$ cat config.mk
export PLATFORM = sky130hd
export DESIGN_NAME = spi_write_flat
export DESIGN_NICKNAME = d
export VERILOG_FILES = /design/src/rtl/spi_write_if.sv /design/src/rtl/spi_write.sv /design/src/flat_wrapper.sv
export SDC_FILE = /design/constraint.sdc
export NUM_CORES = 1
export LEC_CHECK = 0
export ABC_AREA = 1
export BUFFER_PORTS_ARGS = -buffer_cell sky130_fd_sc_hd__buf_4
export CORE_ASPECT_RATIO = 1.5
export CORE_UTILIZATION = 54
export CTS_CLUSTER_DIAMETER = 40
export DETAILED_ROUTE_END_ITERATION = 16
export PLACE_DENSITY = 0.87
export SYNTH_ARGS = -nofsm -noshare
export SYNTH_HDL_FRONTEND = slang
export SYNTH_SLANG_ARGS = --single-unit
$ cat constraint.sdc
create_clock -name FSM_Clk -period 1.7 [get_ports FSM_Clk]
set_input_delay 0 -clock FSM_Clk [delete_from_list [all_inputs] [get_ports FSM_Clk]]
set_output_delay 0 -clock FSM_Clk [all_outputs]
set_load 0.01 [all_outputs]
$ cat src/rtl/spi_write_if.sv
// spi_write_if -- request/serial-bus bundle for the SPI write engine.
//
// Signals:
//   triger   level request; accepted in IDLE when R_W=1
//   R_W      1 = write (handled), 0 = read (ignored by the write engine)
//   Addr     7-bit register address, sent MSB first after the control bit
//   DATA_IN  8-bit write data, sent MSB first after the address
//   SPI_EN   chip enable, high for the whole frame
//   SPI_CLK  serial clock, idles low, device samples on its rising edge
//   SPI_IN   serial data towards the device, 0 when idle
//   busy     high whenever the engine is not idle
//   done     one-cycle completion pulse
//
// Modports:
//   master  requester side (drives the request, observes the serial bus)
//   slave   engine side (spi_write)
interface spi_write_if;
  logic       triger;
  logic       R_W;
  logic [6:0] Addr;
  logic [7:0] DATA_IN;
  logic       SPI_EN;
  logic       SPI_CLK;
  logic       SPI_IN;
  logic       busy;
  logic       done;

  modport master (
    output triger, R_W, Addr, DATA_IN,
    input  SPI_EN, SPI_CLK, SPI_IN, busy, done
  );

  modport slave (
    input  triger, R_W, Addr, DATA_IN,
    output SPI_EN, SPI_CLK, SPI_IN, busy, done
  );
endinterface

$ cat src/rtl/spi_write.sv
// spi_write -- serialises one 16-bit SPI write frame {1, Addr, DATA_IN},
// MSB first. Each bit occupies two FSM_Clk cycles (SPI_CLK low, then high),
// followed by one TAIL cycle with SPI_EN still high and one DONE cycle that
// pulses done. All outputs are registered.
//
// Ports:
//   FSM_Clk  input   FSM clock, rising-edge active
//   Reset_n  input   asynchronous active-low reset
//   bus      slave   request inputs and serial/status outputs (spi_write_if)
module spi_write (
  input  logic        FSM_Clk,
  input  logic        Reset_n,
  spi_write_if.slave  bus
);

  typedef enum logic [1:0] {
    IDLE  = 2'd0,
    SHIFT = 2'd1,
    TAIL  = 2'd2,
    DONE  = 2'd3
  } state_e;

  state_e      state_q, state_d;
  logic [4:0]  cnt_q, cnt_d;       // {bit index, clock phase}
  logic [15:0] frame_q, frame_d;

  logic en_q, en_d;
  logic sclk_q, sclk_d;
  logic sdi_q, sdi_d;
  logic busy_q, busy_d;
  logic done_q, done_d;

  always_ff @(posedge FSM_Clk or negedge Reset_n) begin
    if (!Reset_n) begin
      state_q <= IDLE;
      cnt_q   <= '0;
      frame_q <= '0;
      en_q    <= 1'b0;
      sclk_q  <= 1'b0;
      sdi_q   <= 1'b0;
      busy_q  <= 1'b0;
      done_q  <= 1'b0;
    end else begin
      state_q <= state_d;
      cnt_q   <= cnt_d;
      frame_q <= frame_d;
      en_q    <= en_d;
      sclk_q  <= sclk_d;
      sdi_q   <= sdi_d;
      busy_q  <= busy_d;
      done_q  <= done_d;
    end
  end

  // Outputs are decoded from the *next* state/counter/frame so that the
  // registered pins already show phase k in the cycle right after edge E+k.
  always_comb begin
    state_d = state_q;
    cnt_d   = cnt_q;
    frame_d = frame_q;
    en_d    = 1'b0;
    sclk_d  = 1'b0;
    sdi_d   = 1'b0;
    busy_d  = 1'b0;
    done_d  = 1'b0;

    unique case (state_q)
      IDLE: begin
        if (bus.triger && bus.R_W) begin
          state_d = SHIFT;
          cnt_d   = '0;
          frame_d = {1'b1, bus.Addr, bus.DATA_IN};
        end
      end
      SHIFT: begin
        if (cnt_q == 5'd31) begin
          state_d = TAIL;
        end else begin
          cnt_d = cnt_q + 5'd1;
        end
      end
      TAIL: state_d = DONE;
      DONE: state_d = IDLE;
      default: state_d = IDLE;
    endcase

    unique case (state_d)
      SHIFT: begin
        en_d   = 1'b1;
        sclk_d = cnt_d[0];
        sdi_d  = frame_d[4'd15 - cnt_d[4:1]];
        busy_d = 1'b1;
      end
      TAIL: begin
        en_d   = 1'b1;
        busy_d = 1'b1;
      end
      DONE: begin
        busy_d = 1'b1;
        done_d = 1'b1;
      end
      default: ;
    endcase
  end

  assign bus.SPI_EN  = en_q;
  assign bus.SPI_CLK = sclk_q;
  assign bus.SPI_IN  = sdi_q;
  assign bus.busy    = busy_q;
  assign bus.done    = done_q;

endmodule

$ cat src/flat_wrapper.sv
// flat-port wrapper written by rule: the top's interface ports become plain ports
module spi_write_flat 
  (FSM_Clk, Reset_n, bus_triger, bus_R_W, bus_Addr, bus_DATA_IN, bus_SPI_EN, bus_SPI_CLK, bus_SPI_IN, bus_busy, bus_done);
  spi_write_if bus_i ();
  input  logic FSM_Clk;
  input  logic Reset_n;
  input wire logic [$bits(bus_i.triger)-1:0] bus_triger;
  input wire logic [$bits(bus_i.R_W)-1:0] bus_R_W;
  input wire logic [$bits(bus_i.Addr)-1:0] bus_Addr;
  input wire logic [$bits(bus_i.DATA_IN)-1:0] bus_DATA_IN;
  output wire logic [$bits(bus_i.SPI_EN)-1:0] bus_SPI_EN;
  output wire logic [$bits(bus_i.SPI_CLK)-1:0] bus_SPI_CLK;
  output wire logic [$bits(bus_i.SPI_IN)-1:0] bus_SPI_IN;
  output wire logic [$bits(bus_i.busy)-1:0] bus_busy;
  output wire logic [$bits(bus_i.done)-1:0] bus_done;
  assign bus_i.triger = bus_triger;
  assign bus_i.R_W = bus_R_W;
  assign bus_i.Addr = bus_Addr;
  assign bus_i.DATA_IN = bus_DATA_IN;
  assign bus_SPI_EN = bus_i.SPI_EN;
  assign bus_SPI_CLK = bus_i.SPI_CLK;
  assign bus_SPI_IN = bus_i.SPI_IN;
  assign bus_busy = bus_i.busy;
  assign bus_done = bus_i.done;
  spi_write u_core (.FSM_Clk(FSM_Clk), .Reset_n(Reset_n), .bus(bus_i));
endmodule
==> impl_results.md <==
* Failing checks: DRC, setup timing
* Clock-pin slew on the worst setup and hold paths at 140 ps
* Slowest Stage Delay on Critical Path at 440 ps
* Total Power at 0.00350 W
* Post-route setup slack at -35.0 ps
* Static leakage at 0.994 nW
* CP max FO at 6
* Vias in the first global route at 1262
* Worst path top cell family by delay: simple AND/OR/NAND/NOR gates
* HPWL after DPL at 2130 um
* Post-DRT Antenna Nets at 0
* RSZ-0062 raised after global routing: true
* Longest Clk Path Bufs at 2
* Initial Util at 57.0%
* Master of the slowest instance on the critical path: dfrtp_1
* Worst Skew at 4.19 ps
* CP most frequent cell: nand3_1
* Placed standard-cell area at 1580 sq um
* Flops & latches, synth at 28
* Clk_lat worst skew at 330 ps
* Seq. cell area at 703 sq um
* Tcrit/Tclk final at 102%
* Required @ worst endpoint at 1970 ps
* Mapped Area at 1400 sq um
* Min-Delay Path Class: input pin to asynchronous set/reset pin
* Final setup violation count at 1
* Layout filler cell count at 168
* Core footprint at 2450 sq um
* N_diodes at 0
* Critical Path Start Type: flop
* Pwr Density at 1850 nW/um^2
* Remaining global-route overflow at 0
* CTS Buf Count at 3
* Layout cells sized above 1 at 31.3%
* Die ar. at 2800 sq um
* Post-Synthesis Cells at 164
* Area of the multi-input gates at 643 sq um
* Clk root buf: clkbuf_4
* Avg Vias per Cell at 5.54
* Worst EP arrival at 2000 ps
* Worst Max-Slew Pin Slew at 362 ps
* Critical path, cell by cell: ha_4 > nand4_1 > nand2_2 > o21ai_4 > inv_2 > nand3_1 > nand3_1 > nand3_1 > nand2_1 > nor2_1
* IO Pins at 24
* Initial DRC count at 82
* Slew HR at 75.6%
* CTS tree: yes
* Clock sink count at 28
* Max-Cap Viols at 0
* Largest net degree at the start of global routing at 29
* Synthesized area per cell at 8.51 sq um
* Shortest period the worst path allows at 1730 ps
* Drt total wl at 3400 um
* Num rows at 22
* Initial antenna violation count at 0
* H-tree Lvls at 1
* Crit path kind: flop to flop
* Max IR drop VDD at 1.14 mV
* Area Overhead vs Synth at 35.2%
* Nets@finish at 238
* First-pass GRT wire length at 5090 um
* Dpl ws at -83.1 ps
* Net Count, Synth at 186
* Final Cell Area at 1890 sq um
* Final Hold Viols at 0
* Top cells by area, synth: dfrtp_1 50%, nand2_1 15%, nand3_1 7.5%, inv_1 4.6%, nand2_4 4.0%
* Drc violations at 4
* Die height at 64.3 um
* GR Util All Layers at 24.7%
* Port Buf Inserts at 23
* Max Fclk at 576 MHz
* Seq/Total Area, Yosys at 50.2%
* Yosys top cell area share at 50.2%
* Placer's final routability congestion estimate at 1.00
* Syn. warnings at 0
* Setup crit end kind: flop
* CP Buf/Inv Count at 1
* Area leader, netlist: dfrtp_1
* Run status: finished with violations
* Avg WL per Cell at 14.3 um
* Die Width at 43.5 um
* DRT Pass-1 Iters at 11
* Vias at 1319
* Pins over their slew limit at 0
* Yosys cell types at 24
## logic make-up after synthesis
logic type                 Yosys count  synth area share, %
AOI/OAI and AO/OA                    9                 4.48
xor gates and xnor gates             1                0.627
adders and majority gates            3                 2.69
buffers and inverters               23                 7.62
DFF                                 28                 50.2
and+or+nand+nor                    100                 34.4
## where the power goes
group          internal [W]  total, W  switching, W
clock network     0.0000834  0.000268      0.000185
registers          0.000977   0.00115      0.000170
logic              0.000796   0.00208       0.00129
## sequential cells by signal (all words and copies together), names as in the netlist
name                flops
u_core.bus.SPI_IN       1
u_core.bus.done         1
u_core.bus.SPI_CLK      1
u_core.cnt_q            5
u_core.state_q          2
u_core.bus.busy         1
u_core.bus.SPI_EN       1
u_core.frame_q         16
## worst reg2reg max path, stage by stage, from the launching register on
cell and delay (ps):
dfrtp_1 440, ha_4 190, nand4_1 140, nand2_2 120, o21ai_4 240, inv_2 100
nand3_1 130, nand3_1 90, nand3_1 80, nand2_1 50, nor2_1 90
## area by class of cell
class / instances / share of cell area, %
sequential: 28 / 37.2
multi-input combinational: 114 / 34.1
timing repair buffer: 47 / 20.8
inverter: 21 / 4.71
tap: 24 / 1.59
clock buffer: 3 / 1.19
timing repair inverter: 1 / 0.398
## synth_stat cells
library cell / number
a21oi_1: 1
a21oi_2: 1
a22oi_1: 1
buf_4: 1
buf_8: 1
dfrtp_1: 28
ha_1: 3
inv_1: 17
inv_2: 3
inv_6: 1
nand2_1: 54
nand2_2: 7
nand2_4: 5
nand3_1: 21
nand3_2: 1
nand4_1: 1
nor2_1: 7
nor2_2: 2
nor2_4: 1
o21ai_0: 4
o21ai_1: 1
o21ai_4: 1
or2_2: 1
xor2_1: 1
## cell usage in the layout (no fill, tap or decap), drive strengths merged
cell / instances
nand3: 22
clkbuf: 3
buf: 31
a22oi: 1
nor2: 10
dfrtp: 28
or2: 1
ha: 3
inv: 21
a21oi: 2
o21ai: 6
xor2: 1
dlygate4sd3: 16
clkinvlp: 1
nand2: 67
nand4: 1
## path summary, 6_finish.rpt
path / depth (start not counted) / slack [ps] / endpoint / start
setup reg to reg: 10 / -30 / u_core.bus.SPI_IN$_DFF_PN0_ / u_core.cnt_q[0]$_DFF_PN0_
setup / recovery: 10 / -30 / u_core.bus.SPI_IN$_DFF_PN0_ / u_core.cnt_q[0]$_DFF_PN0_
max in group asynchronous: 2 / 1330 / u_core.state_q[1]$_DFF_PN0_ / Reset_n
min in group FSM_Clk: 6 / 220 / u_core.frame_q[8]$_DFF_PN0_ / bus_R_W
hold / removal: 2 / 100 / u_core.frame_q[5]$_DFF_PN0_ / Reset_n
hold reg to reg: 1 / 500 / u_core.frame_q[15]$_DFF_PN0_ / u_core.frame_q[15]$_DFF_PN0_
## per-stage QoR
stage	TNS [ps]	utilization (%)	std cells	hold WS, ps
global placement	-9.28	64.7	210	-74.8
detailed placement	-83.1	64.7	210	-67.5
CTS	0	73.0	231	118
finish	-35.0	77.1	238	102
global route	-129	77.1	238	123
floorplan	0	-	164	-296
## routing by layer
| layer | wire, um | up-vias | GRT usage (%) |
|---|---|---|---|
| met1 | 1290 | 615 | 25.8 |
| met5 | 0 | - | 0 |
| met4 | 144 | 0 | 11.7 |
| li1 | - | 609 | - |
| met3 | 170 | 21 | 4.24 |
| met2 | 1800 | 74 | 45.6 |
## repair_timing
item                       CTS  global route
hold endpoints to repair    43             0
resized for setup            3            14
gates cloned                 0             2
hold buffers                16             0
pin swaps                    0             5
buffers inserted             2             5
setup endpoints to repair    1             1
No activity file was read; power rests on OpenSTA's default activity.
